<file path="src/rtl/xor_rmw_issue.sv">
// xor_rmw_issue: pipelined per-lane XOR read-modify-write issue with full-table clear.
// Define XOR_RMW_FWD_EN to add the write history that forwards not-yet-visible results.
module xor_rmw_issue #(
   parameter int NUM_MUL     = 4,
   parameter int INDEX_WIDTH = 12,
   parameter int DATA_WIDTH  = 64,
   parameter int RD_LAT      = 2,
   parameter int FWD_DEPTH   = 8
) (
   input  logic                          clk,
   input  logic                          reset,
   input  logic                          in_valid,
   output logic                          in_ready,
   input  logic [INDEX_WIDTH-1:0]        in_index,
   input  logic [NUM_MUL-1:0]            in_mask,
   input  logic [NUM_MUL*DATA_WIDTH-1:0] in_data,
   output logic [INDEX_WIDTH-1:0]        rd_index,
   input  logic [NUM_MUL*DATA_WIDTH-1:0] rd_out_update,
   output logic                          write_reg_0_valid,
   output logic [INDEX_WIDTH-1:0]        write_reg_0_index,
   output logic [NUM_MUL*DATA_WIDTH-1:0] write_reg_11_xor,
   output logic [NUM_MUL-1:0]            arbiter_result,
   input  logic                          clear_start,
   output logic                          clear_done,
   output logic [31:0]                   op_count
);

   localparam int W  = NUM_MUL * DATA_WIDTH;
   localparam int NS = RD_LAT + 1;
   localparam logic [15:0] WAIT_LAST = 16'(RD_LAT + 3);

   if (RD_LAT < 1) begin : g_bad_lat
      $error("xor_rmw_issue: RD_LAT must be >= 1");
   end
   if (FWD_DEPTH < RD_LAT + 4) begin : g_bad_depth
      $error("xor_rmw_issue: FWD_DEPTH must be >= RD_LAT+4");
   end

   typedef enum logic [1:0] {
      RUN,
      DRAIN_PRE,
      CLEAR,
      DRAIN_POST
   } state_t;

   state_t                 state, state_nx;
   logic [INDEX_WIDTH-1:0] clr_idx, clr_idx_nx;
   logic [15:0]            wcnt, wcnt_nx;
   logic                   done_nx;

   logic                   accept;
   logic                   clr_issue;
   logic                   pipe_busy;

   // Stage k holds an op after the k-th edge following its issue.
   logic                   st_v   [NS];
   logic                   st_c   [NS];
   logic [INDEX_WIDTH-1:0] st_idx [NS];
   logic [NUM_MUL-1:0]     st_m   [NS];
   logic [W-1:0]           st_d   [NS];

   logic [W-1:0]           old;
   logic [W-1:0]           nw;

   assign in_ready  = (state == RUN);
   assign accept    = in_valid && in_ready;
   assign clr_issue = (state == CLEAR);

   assign write_reg_0_valid = st_v[RD_LAT-1];
   assign write_reg_0_index = st_v[RD_LAT-1] ? st_idx[RD_LAT-1] : '0;

   always_comb begin
      pipe_busy = 1'b0;
      for (int k = 0; k < NS; k++) begin
         pipe_busy = pipe_busy | st_v[k];
      end
   end

   always_ff @(posedge clk) begin
      if (reset) begin
         for (int k = 0; k < NS; k++) begin
            st_v[k]   <= 1'b0;
            st_c[k]   <= 1'b0;
            st_idx[k] <= '0;
            st_m[k]   <= '0;
            st_d[k]   <= '0;
         end
      end else begin
         st_v[0]   <= accept | clr_issue;
         st_c[0]   <= clr_issue;
         st_idx[0] <= clr_issue ? clr_idx : in_index;
         st_m[0]   <= clr_issue ? '1 : in_mask;
         st_d[0]   <= clr_issue ? '0 : in_data;
         for (int k = 1; k < NS; k++) begin
            st_v[k]   <= st_v[k-1];
            st_c[k]   <= st_c[k-1];
            st_idx[k] <= st_idx[k-1];
            st_m[k]   <= st_m[k-1];
            st_d[k]   <= st_d[k-1];
         end
      end
   end

`ifdef XOR_RMW_FWD_EN
   logic                   h_v   [FWD_DEPTH];
   logic [INDEX_WIDTH-1:0] h_idx [FWD_DEPTH];
   logic [NUM_MUL-1:0]     h_m   [FWD_DEPTH];
   logic [W-1:0]           h_d   [FWD_DEPTH];

   // Entry 0 is the youngest write; it is the one on the output right now.
   always_ff @(posedge clk) begin
      if (reset || done_nx) begin
         for (int h = 0; h < FWD_DEPTH; h++) begin
            h_v[h]   <= 1'b0;
            h_idx[h] <= '0;
            h_m[h]   <= '0;
            h_d[h]   <= '0;
         end
      end else if (st_v[RD_LAT]) begin
         for (int h = 1; h < FWD_DEPTH; h++) begin
            h_v[h]   <= h_v[h-1];
            h_idx[h] <= h_idx[h-1];
            h_m[h]   <= h_m[h-1];
            h_d[h]   <= h_d[h-1];
         end
         h_v[0]   <= 1'b1;
         h_idx[0] <= st_idx[RD_LAT];
         h_m[0]   <= st_m[RD_LAT];
         h_d[0]   <= nw;
      end
   end

   always_comb begin
      old = rd_out_update;
      for (int h = FWD_DEPTH - 1; h >= 0; h--) begin
         for (int i = 0; i < NUM_MUL; i++) begin
            if (h_v[h] && h_m[h][i] && h_idx[h] == st_idx[RD_LAT]) begin
               old[i*DATA_WIDTH +: DATA_WIDTH] = h_d[h][i*DATA_WIDTH +: DATA_WIDTH];
            end
         end
      end
   end
`else
   always_comb begin
      old = rd_out_update;
   end
`endif

   always_comb begin
      nw = '0;
      for (int i = 0; i < NUM_MUL; i++) begin
         if (st_m[RD_LAT][i] && !st_c[RD_LAT]) begin
            nw[i*DATA_WIDTH +: DATA_WIDTH] = old[i*DATA_WIDTH +: DATA_WIDTH]
                                           ^ st_d[RD_LAT][i*DATA_WIDTH +: DATA_WIDTH];
         end
      end
   end

   always_ff @(posedge clk) begin
      if (reset) begin
         write_reg_11_xor <= '0;
         arbiter_result   <= '0;
      end else if (st_v[RD_LAT]) begin
         write_reg_11_xor <= nw;
         arbiter_result   <= st_m[RD_LAT];
      end else begin
         write_reg_11_xor <= '0;
         arbiter_result   <= '0;
      end
   end

   always_ff @(posedge clk) begin
      if (reset) begin
         rd_index <= '0;
         op_count <= '0;
      end else if (accept) begin
         rd_index <= in_index;
         op_count <= op_count + 32'd1;
      end
   end

   always_comb begin
      state_nx   = state;
      clr_idx_nx = clr_idx;
      wcnt_nx    = wcnt;
      done_nx    = 1'b0;
      unique case (state)
         RUN: begin
            if (clear_start) begin
               state_nx = DRAIN_PRE;
            end
         end
         DRAIN_PRE: begin
            clr_idx_nx = '0;
            if (!pipe_busy) begin
               state_nx = CLEAR;
            end
         end
         CLEAR: begin
            clr_idx_nx = clr_idx + 1'b1;
            if (clr_idx == '1) begin
               state_nx = DRAIN_POST;
               wcnt_nx  = '0;
            end
         end
         DRAIN_POST: begin
            wcnt_nx = wcnt + 16'd1;
            if (wcnt == WAIT_LAST) begin
               state_nx = RUN;
               done_nx  = 1'b1;
            end
         end
         default: state_nx = RUN;
      endcase
   end

   always_ff @(posedge clk) begin
      if (reset) begin
         state      <= RUN;
         clr_idx    <= '0;
         wcnt       <= '0;
         clear_done <= 1'b0;
      end else begin
         state      <= state_nx;
         clr_idx    <= clr_idx_nx;
         wcnt       <= wcnt_nx;
         clear_done <= done_nx;
      end
   end

endmodule

</file>
<file path="config.mk">
export PLATFORM = sky130hd
export DESIGN_NAME = xor_rmw_issue
export DESIGN_NICKNAME = d
export VERILOG_FILES = /design/src/rtl/xor_rmw_issue.sv
export SDC_FILE = /design/constraint.sdc
export NUM_CORES = 1
export LEC_CHECK = 0
export ABC_AREA = 1
export CORE_AREA = 10 10 324 326
export DETAILED_ROUTE_END_ITERATION = 12
export DIE_AREA = 0 0 334 336
export GPL_TIMING_DRIVEN = 0
export HOLD_SLACK_MARGIN = 0.12
export MAX_ROUTING_LAYER = met4
export PLACE_DENSITY = 0.62
export RECOVER_POWER = 25
export SLEW_MARGIN = 40
export SYNTH_ARGS = -nofsm -noshare
export SYNTH_HDL_FRONTEND = slang
export SYNTH_SLANG_ARGS = --single-unit
</file>
<file path="constraint.sdc">
create_clock -name clk -period 2.15 [get_ports clk]
set_clock_uncertainty 0.1 [all_clocks]
set_input_delay 0.645 -clock clk [delete_from_list [all_inputs] [get_ports clk]]
set_output_delay 0.645 -clock clk [all_outputs]
set_load 0.05 [all_outputs]
</file>
==> summary.md <==
| Metric | Value |
|---|---|
| Outcome | complete, but fails checks |
| Violated checks | negative setup slack |
| TritonCTS Buffers | 116 |
| Post-CTS Hold Buffers | 0 |
| HPWL after detailed placement | 88760 µm |
| Vias in the first global route | 24.74k |
| Nets@finish | 5468 |
| First-pass GRT wire length | 160200 µm |
| Post-route ant nets | 0 |
| Worst Setup End Kind | output port |
| Pint | 36.89 mW |
| Post-synthesis sequential area ratio | 64.36% |
| DR vias/cell | 3.999 |
| Synth Register Bits | 1145 |
| Fin. Hold Viols | 0 |
| CP Class | reg -> out |
| Mean Syn Cell Area | 9.010 µm² |
| Top cells by area, synth | dfxtp_1, nor2_1, inv_1 |
| Setup_tns | -1.423 ns |
| WP data arrival | 1.56 ns |
| Worst Setup Slack, final | -0.1554 ns |
| Initial Utilization | 36.30% |
| Share of Yosys cell area claimed by the top area cell type | 64.36% |
| Total global-route track usage | 19.80% |
| Fill cells | 9272 |
| Max-Cap Viols | 0 |
| Seq pwr share | 48.2% |
| Min-delay src | st_d[0][19]$_SDFF_PP0_ |
| Synthesis Warnings | 0 |
| Worst-case hold slack | 0.2867 ns |
| Clock share of power | 41.9% |
| Min-delay worst type | reg -> reg |
| Worst-path clk slew | 0.06 ns |
| Worst Hold Endpoint | st_d[0][275]$_SDFF_PP0_ |
| Drt drc | 0 |
| CTS H-Tree Depth | 3 |
| Max Slew Vio Count | 0 |
| Gate power share | 9.9% |
| Final core utilization | 49.64% |
| NetSw | 11.68 mW |
| Pwr dens | 996.8 nW/µm² |
| Final min period | 2.305 ns |
| Synthesized netlist cell count | 3953 |
| Capturing point of the worst reg2reg path | st_d[0][180]$_SDFF_PP0_ |
| Largest net degree at the start of global routing | 16 |
| Initial antenna violation count | 35 |
| I/O Buffers | 849 |
| CTS tree | done |
| Final Cycle Share | 107.2% |
| Maximum vdd ir drop | 705.2 µV |
| Layout cell share with drive strength beyond 1 | 13.89% |
| Root Driver | clkbuf_16 |
| Register-to-register setup slack | 0.14 ns |
| Max Fclk | 0.4338 GHz |
| Tightest Pin Transition | 1.078 ns |
| Synth cell types | 35 |
| RSZ-0062 raised after global routing | yes |
| CP Launch Point | st_v[0][1]$_SDFF_PP0_ |
| Die width | 334 µm |
| Core footprint | 98130 µm² |
| Leakage power | 21.88 nW |
| Post-Syn Area | 35620 µm² |
| Switching Share | 24.04% |
| Die area | 112200 µm² |
| Area after DPL | 45730 µm² |
| RR Startpoint | state[0]$_SDFFE_PP0P_ |
| Final total power | 48.56 mW |
| Layout Cells excl Fill | 6338 |
| First DRT Iteration DRCs | 1042 |
| CP required | 1.40 ns |
| Area leader, netlist | dfxtp_1 |
| Pre-CTS WS | -0.6631 ns |
| GP Congestion | 0.8654 |
| Clk_lat worst skew | 0.69 ns |
| TritonRoute pass-1 iters | 5 |
| Max-slew headroom | 28.14% |
| Clock sinks | 1145 |
| Max FO, Critical Path | 5 |
| Placed Instances | 6089 |
| Worst Reg-to-Reg Cells | 8 |
| Drt wl/cell | 17.62 µm |
| Overflow after GRT | 0 |
| Clock Path Buffers | 3 |
| Final WL | 111700 µm |
| Worst setup SP type | flip-flop |
| Area growth syn-to-layout | 36.78% |
| Hold depth | 2 |
| Synthesized net count | 4494 |
| Final instance area | 48720 µm² |
| Final setup violation count | 12 |
| Row count | 115 |
| DR vias | 25.35k |
| IO Pins | 851 |
| Die Ht | 336 µm |
## synth_stat cells
| library cell | count |
|---|---|
| a211oi_1 | 3 |
| a21oi_1 | 35 |
| and3_1 | 2 |
| buf_1 | 1 |
| buf_2 | 85 |
| buf_6 | 24 |
| clkbuf_1 | 13 |
| clkinv_2 | 1 |
| dfxtp_1 | 1145 |
| ha_1 | 9 |
| inv_1 | 893 |
| inv_2 | 4 |
| nand2_1 | 174 |
| nand2_2 | 10 |
| nand2_4 | 5 |
| nand3_1 | 27 |
| nand3_2 | 2 |
| nand4_1 | 18 |
| nor2_1 | 1141 |
| nor2_2 | 26 |
| nor2_4 | 5 |
| nor2_8 | 1 |
| nor3_1 | 10 |
| nor3_4 | 1 |
| nor3b_1 | 4 |
| nor4_1 | 1 |
| o21a_1 | 1 |
| o21ai_0 | 34 |
| o21ai_1 | 4 |
| o21ai_2 | 1 |
| o21ai_4 | 1 |
| o21bai_1 | 1 |
| o22ai_1 | 6 |
| xnor2_1 | 257 |
| xor2_1 | 8 |
## kinds of logic after synthesis
logic type / synth area share [%]
AO/OA/AOI/OAI: 1.307
flip-flops: 64.36
XOR/XNOR: 6.516
AND/OR/NAND/NOR: 15.94
adder cells (fa/ha/maj): 0.3162
buffers and inverters: 11.57
## placed cells by master (no fill, tap or decap), drive strengths merged
cell type,count
clkinvlp,8
clkdlybuf4s18,4
nand3,29
a21oi,35
clkdlybuf4s50,530
buf,388
nor2,1173
nor3b,4
inv,905
o21a,1
nand4,18
o22ai,6
xnor2,257
nor3,11
clkinv,34
bufinv,6
xor2,8
ha,9
dfxtp,1145
clkdlybuf4s15,2
a211oi,3
o21ai,40
nand2,189
o21bai,1
diode,26
nor4,1
and3,2
clkbuf,216
## flip-flops by register name (all words and copies together) (netlist names), 12 cells and up
name,cells
st_d,768
write_reg_11_xor,256
op_count,32
st_idx,24
wcnt,16
clr_idx,12
rd_index,12
st_m,12
## cell type report
type	instances	area, µm²	share of cell area, %
diodes	26	65.06	0.1336
clock inverters	55	518.0	1.063
clock buffers	161	3425	7.029
flip-flops and latches	1145	22960	47.12
well taps	1287	1610	3.305
repair buffers	856	7368	15.12
inverters	898	3395	6.968
plain buffers	123	747.0	1.533
multi-input cells	1787	8633	17.72
## routing by layer
layer  GRT usage [%]  part of all wire (%)
met1           21.21                    40
met2           35.61                    52
met3           5.522                   6.7
met5               -                     0
met4           5.340                   2.0
## worst max-delay path by stage
stage / cells past startpoint / slack [ns] / to
2_1_floorplan: 3 / 0.04 / write_reg_0_index[10]
3_3_place_gp: 4 / -0.62 / write_reg_0_index[2]
3_5_place_dp: 4 / -0.66 / write_reg_0_index[2]
4_1_cts: 4 / -0.23 / write_reg_0_index[2]
5_1_grt: 4 / -0.23 / write_reg_0_index[2]
6_report: 4 / -0.16 / write_reg_0_index[2]
## repair_timing
item	4_1_cts	5_1_grt
pin swaps	1	1
buffers inserted	3	3
endpoints found under the setup margin	559	82
resized for setup	1755	21
gates cloned	1	0
endpoints found under the hold margin	0	0
## worst max-delay path, cell delays in order (launching register included)
cell	delay (ns)
dfxtp_4	0.39
clkbuf_16	0.18
nand2_8	0.08
inv_6	0.07
buf_8	0.14
## power by group through the flow
stage / Combinational (mW) / Sequential (mW) / Clock, mW
3_3_place_gp: 4.65 / 23.8 / 0
6_report: 4.78 / 23.4 / 20.4
3_5_place_dp: 4.71 / 23.9 / 0
4_1_cts: 4.82 / 23.4 / 20.8
2_1_floorplan: 2.37 / 24.0 / 0
5_1_grt: 5.34 / 23.6 / 21.7
No activity file was read; power rests on OpenSTA's default activity.
